## config.mk

```make
export PLATFORM = sky130hd
export DESIGN_NAME = spi_rr_scheduler
export DESIGN_NICKNAME = d
export VERILOG_FILES = /design/src/rtl/spi_rr_scheduler.sv
export SDC_FILE = /design/constraint.sdc
export NUM_CORES = 1
export LEC_CHECK = 0
export CAP_MARGIN = 30
export CORE_UTILIZATION = 49
export DETAILED_ROUTE_END_ITERATION = 10
export HOLD_SLACK_MARGIN = 0.02
export PLACE_DENSITY = 0.88
export SLEW_MARGIN = 5
export SYNTH_ARGS = -nofsm -noshare
export SYNTH_HDL_FRONTEND = slang
export SYNTH_SLANG_ARGS = --single-unit
```

## constraint.sdc

```tcl
create_clock -name clk -period 8.25 [get_ports clk]
set_input_delay 1.65 -clock clk [delete_from_list [all_inputs] [get_ports clk]]
set_output_delay 1.65 -clock clk [all_outputs]
set_load 0.05 [all_outputs]
```

## src/rtl/spi_rr_scheduler.sv

```systemverilog
// Round-robin scheduler sharing one 8-bit SPI master among NREQ requesters.
// Latches the winner's byte, pulses start, waits for done (with watchdog), acks, then holds an SS-high gap.
module spi_rr_scheduler #(
   parameter int NREQ    = 4,
   parameter int GAP     = 2,
   parameter int TIMEOUT = 40
) (
   input  logic              clk,
   input  logic              rst,
   input  logic [NREQ-1:0]   req,
   input  logic [8*NREQ-1:0] req_data,
   output logic [NREQ-1:0]   grant,
   output logic [NREQ-1:0]   ack,
   output logic [2:0]        cur_id,
   output logic              spi_start,
   output logic [7:0]        spi_data,
   input  logic              spi_done,
   output logic              busy,
   output logic              timeout_err
);

   // state   | meaning
   // S_IDLE  | no transfer; arbitrate and latch winner when any req is high
   // S_ISSUE | spi_start high for exactly this cycle
   // S_GUARD | master is clearing its previous done; spi_done ignored
   // S_BUSY  | waiting for spi_done while the watchdog counts down
   // S_GAP   | SS-high spacing before the next arbitration
   typedef enum logic [2:0] {
      S_IDLE,
      S_ISSUE,
      S_GUARD,
      S_BUSY,
      S_GAP
   } state_t;

   localparam int TMAX = (TIMEOUT > GAP) ? TIMEOUT : GAP;
   localparam int TW   = $clog2(TMAX + 1);
   localparam logic [TW-1:0] WDOG_LOAD = TW'(TIMEOUT - 1);
   localparam logic [TW-1:0] GAP_LOAD  = TW'(GAP - 1);
   localparam logic [TW-1:0] TMR_ONE   = TW'(1);

   state_t          state;
   state_t          state_nxt;
   logic [TW-1:0]   tmr;
   logic            tmr_tc;
   logic [2:0]      ptr;
   logic            win_valid;
   logic [2:0]      win_id;
   logic [7:0]      win_data;
   logic [NREQ-1:0] win_grant;
   logic [7:0]      req_ext;
   logic [3:0]      scan;

   assign tmr_tc  = (tmr == '0);
   assign req_ext = 8'(req);

   // Search starts at ptr and wraps at NREQ; first requester found wins.
   always_comb begin
      win_valid = 1'b0;
      win_id    = '0;
      scan      = '0;
      for (int k = 0; k < NREQ; k++) begin
         scan = {1'b0, ptr} + 4'(k);
         if (scan >= 4'(NREQ)) begin
            scan = scan - 4'(NREQ);
         end
         if (!win_valid && req_ext[scan[2:0]]) begin
            win_valid = 1'b1;
            win_id    = scan[2:0];
         end
      end
   end

   always_comb begin
      win_data  = '0;
      win_grant = '0;
      for (int i = 0; i < NREQ; i++) begin
         if (win_id == 3'(i)) begin
            win_data     = req_data[8*i +: 8];
            win_grant[i] = 1'b1;
         end
      end
   end

   always_ff @(posedge clk) begin
      if (!rst) begin
         state <= S_IDLE;
      end else begin
         state <= state_nxt;
      end
   end

   always_comb begin
      state_nxt = state;
      case (state)
         S_IDLE:  if (win_valid) state_nxt = S_ISSUE;
         S_ISSUE: state_nxt = S_GUARD;
         S_GUARD: state_nxt = S_BUSY;
         S_BUSY:  if (spi_done || tmr_tc) state_nxt = S_GAP;
         S_GAP:   if (tmr_tc) state_nxt = S_IDLE;
         default: state_nxt = S_IDLE;
      endcase
   end

   always_comb begin
      spi_start = (state == S_ISSUE);
      busy      = (state != S_IDLE);
   end

   // One down-counter serves both the BUSY watchdog and the GAP spacing.
   always_ff @(posedge clk) begin
      if (!rst) begin
         grant       <= '0;
         ack         <= '0;
         cur_id      <= '0;
         spi_data    <= '0;
         timeout_err <= 1'b0;
         ptr         <= '0;
         tmr         <= '0;
      end else begin
         ack <= '0;
         case (state)
            S_IDLE: begin
               if (win_valid) begin
                  grant    <= win_grant;
                  cur_id   <= win_id;
                  spi_data <= win_data;
               end
            end
            S_GUARD: begin
               tmr <= WDOG_LOAD;
            end
            S_BUSY: begin
               if (spi_done || tmr_tc) begin
                  ack   <= grant;
                  grant <= '0;
                  tmr   <= GAP_LOAD;
                  ptr   <= (cur_id == 3'(NREQ - 1)) ? 3'd0 : cur_id + 3'd1;
                  if (!spi_done) begin
                     timeout_err <= 1'b1;
                  end
               end else begin
                  tmr <= tmr - TMR_ONE;
               end
            end
            S_GAP: begin
               if (!tmr_tc) begin
                  tmr <= tmr - TMR_ONE;
               end
            end
            default: ;
         endcase
      end
   end

endmodule

```

==> run_results.csv <==
group,metric,value,unit
worst_setup_path,cp.arrival,4.44,ns
place,preCtsSetupSlack,3.71,ns
detailed_routing,wl_per_cell,15.2,um
worst_setup_path,critPathSlowestCell,"mux4_2",
cts,cts_buffer_depth,2,
cts,hold_buffers,0,
sta,fmax,0.233,GHz
worst_setup_path,worst_setup_path_start_kind,"input port",
grt,grt_max_degree,21,
cts,cts_resized,0,
sta,slew_viol_final,0,
place,io_buffers,60,
sta,setup_viol,0,
grt,grt_use_total,25.1,%
detailed_routing,drt_iter0_drc,143,
detailed_routing,via_per_inst,5.74,
cts,cts_buffers,5,
pwr,p_sw,0.000201,W
floorplan,die-area,0.00401,mm2
cts,cts.sinks,32,
pwr,clkPwrFrac,27.3,%
worst_setup_path,critical_path.max_stage_delay,0.55,ns
grt,antenna_found_initial,0,
finish,area_delta_synth_final,39.2,%
sta,worst_slack,3.96,ns
hold_path,min_path_cells,2,
sta,hold_viol_final,0,
detailed_routing,met3WireLength,230,um
hold_path,min_from,"tmr[4]$_SDFFE_PN0P_",
cts,cts_setup_buffers,0,
floorplan,dieWidth,63.3,um
place,gp_congestion,0.879,
detailed_routing,routed.top_layer,"met4",
pwr,power_frac_seq,34.1,%
pwr,internal-power,0.000349,W
cts,clk_latency,0.28,ns
worst_setup_path,r2r-end,"spi_data[7]$_SDFFE_PN0P_",
synthesis,synth_area,0.00184,mm2
detailed_routing,ant_nets,0,
worst_setup_path,end_kind,"register",
cts,cts_tree,"done",
synthesis,seq_area_frac_synth,34.8,%
floorplan,ioPinCount,61,
synthesis,avgSynthCellArea,8.53,um2
hold_path,min_to,"tmr[4]$_SDFFE_PN0P_",
detailed_routing,wl_met1,2.13,mm
pwr,p_per_area,214,mW/mm2
floorplan,initial_core_util,53.1,%
worst_setup_path,rrSetupSlack,4.61,ns
synthesis,syn_nets,260,
sta,fin_crit_sh,52.0,%
pwr,power,0.000550,W
pwr,combPwrFrac,38.5,%
pwr,swShare,36.5,%
pwr,leakagePower,0.986,nW
synthesis,syn_inst,216,
cts,htreeDepth,2,
worst_setup_path,cp_cell_sequence,"clkdlybuf4s50_1 -> mux4_2 -> or3_1 -> o41a_1 -> and3_1 -> mux2_4 -> a222oi_1 -> nor2_1",
synthesis,synth_top_area_share,34.8,%
pwr,ir_drop,0.136,mV
worst_setup_path,cp.required,8.40,ns
synthesis,synth_area_leaders,"dfxtp_1, mux2_2, mux2i_1",
detailed_routing,dr.pass1.iters,5,
hold_path,hold_path_class,"register to register",
floorplan,die_h,63.3,um
floorplan,num_rows,21,
synthesis,synth_top_area_cell,"dfxtp_1",
sta,final.setup.tns,0,ns
sta,whs,0.475,ns
sta,max-slew-margin-rel,38.2,%
detailed_routing,drcViolationCount,0,
worst_setup_path,reg2reg_from,"ptr[0]$_SDFFE_PN0P_",
finish,fin_nets,317,
synthesis,synth_warnings,0,
detailed_routing,num_vias,1838,
worst_setup_path,critPathMaxFanout,19,
worst_setup_path,rr_worst_depth,9,
synthesis,yosysUniqueCellTypes,40,
sta,tightest_slew,0.927,ns
sta,fin_skew,0.00257,ns
finish,nFillCells,277,
grt,grt_overflow,0,
place,dpl.hpwl,3.46,mm
sta,fin_crit,4.29,ns
job,maxCapViolCount,0,
grt,grt_pass1_wl,7.82,mm
sta,rsz0062_at_grt,"false",
finish,diodes,0,
floorplan,core-area,0.00347,mm2
worst_setup_path,worstSetupPathType,"input port to register",
cts,path_clk_slew,0.07,ns
grt,grt_pass1_vias,1827,
detailed_routing,wl,4.86,mm
cts,cts_root_buffer,"clkbuf_8",
finish,layout-drive-gt1-share,9.12,%
synthesis,ys_ff_latch,32,
run_status,outcome,"finished clean",
detailed_routing,route.met2.wl,2.39,mm
-- layout by cell type (no fill, tap or decap), types with 3 or more instances in the layout --
cell and count:
and2_1 4, mux2_2 12, o21ai_0 12, nand3b_1 3, nor2_1 24, a32oi_1 7
a21oi_1 16, clkbuf_8 5, and3_1 8, a22oi_1 7, nor3_1 4, mux2i_1 9
nand2b_1 5, clkdlybuf4s50_1 60, nand2_1 15, inv_1 7, or3_1 3, ha_1 5
dfxtp_1 32, nor2b_1 4, nand3_1 5
-- metal layers --
metal / vias to the layer above / track usage (%)
met4: 0 / 12.2
li1: 912 / -
met5: - / 0
met2: 56 / 41.7
met1: 860 / 28.8
met3: 10 / 8.33
-- metrics by stage --
stage | instances | instance area, um2 | util, %
3_3_place_gp | 312 | 2450 | 70.7
4_1_cts | 320 | 2560 | 73.9
2_1_floorplan | 216 | 1840 | -
6_report | 320 | 2560 | 73.9
5_1_grt | 320 | 2560 | 73.9
3_5_place_dp | 312 | 2450 | 70.7
-- area by class of cell --
type                            count  area [um2]  share of cell area (%)
Sequential cell                    32         641                    25.0
Clock buffer                        5        68.8                    2.68
Tap cell                           46        57.6                    2.24
Timing Repair Buffer               60         601                    23.4
Multi-Input combinational cell    167        1130                    44.0
Inverter                            7        26.3                    1.02
Clock inverter                      3        42.5                    1.66
-- synthesized netlist by cell type (all sizes together) --
library cell   n
a211oi         2
a21oi         16
a222oi         1
a22o           1
a22oi          7
a31oi          2
a32oi          7
and2           4
and3           8
buf            4
clkbuf         6
dfxtp         32
ha             5
inv            7
mux2          13
mux2i          9
mux4           2
nand2         15
nand2b         5
nand3          5
nand3b         3
nor2          24
nor2b          4
nor3           5
nor3b          1
nor4           2
o2111ai        1
o211a          1
o211ai         2
o21a           1
o21ai         14
o21ba          1
o22ai          2
o41a           1
or3            3
-- sequential cells by signal, indices dropped and copies added (netlist names) --
signal       flops
ack              4
grant            4
state            3
cur_id           3
timeout_err      1
spi_data         8
tmr              6
ptr              3
-- kinds of logic after synthesis --
logic type,count (synthesis),share of synthesized area (%)
AO/OA/AOI/OAI,59,20.9
flip-flops,32,34.8
AND/OR/NAND/NOR,79,21.4
multiplexers,24,15.5
buffers and inverters,17,4.01
adder cells (fa/ha/maj),5,3.40
-- power groups by stage --
stage | Sequential [W] | Clock, W | Combinational, W
after floorplan | 0.000227 | 0 | 0.000107
after global placement | 0.000190 | 0 | 0.000206
after detailed placement | 0.000190 | 0 | 0.000209
after CTS | 0.000187 | 0.000154 | 0.000211
after global routing | 0.000190 | 0.000161 | 0.000229
final | 0.000188 | 0.000150 | 0.000212
-- worst max path at each step --
stage | from | to | slack [ns] | depth (start not counted)
2_1_floorplan | req[3] | spi_data[7]$_SDFFE_PN0P_ | 4.62 | 8
3_3_place_gp | req[3] | spi_data[7]$_SDFFE_PN0P_ | 3.76 | 8
3_5_place_dp | req[3] | spi_data[7]$_SDFFE_PN0P_ | 3.71 | 8
4_1_cts | req[3] | spi_data[7]$_SDFFE_PN0P_ | 3.99 | 8
5_1_grt | req[3] | spi_data[7]$_SDFFE_PN0P_ | 3.84 | 8
6_report | req[3] | spi_data[7]$_SDFFE_PN0P_ | 3.96 | 8
-- worst max-delay path: cells and delay by family --
| kind | cells | cell delay, ns |
|---|---|---|
| mux | 2 | 0.97 |
| buf+inv | 1 | 0.50 |
| simple gates | 3 | 0.89 |
| compound gates | 2 | 0.42 |
Note: power is estimated with default switching activity, not from simulation.
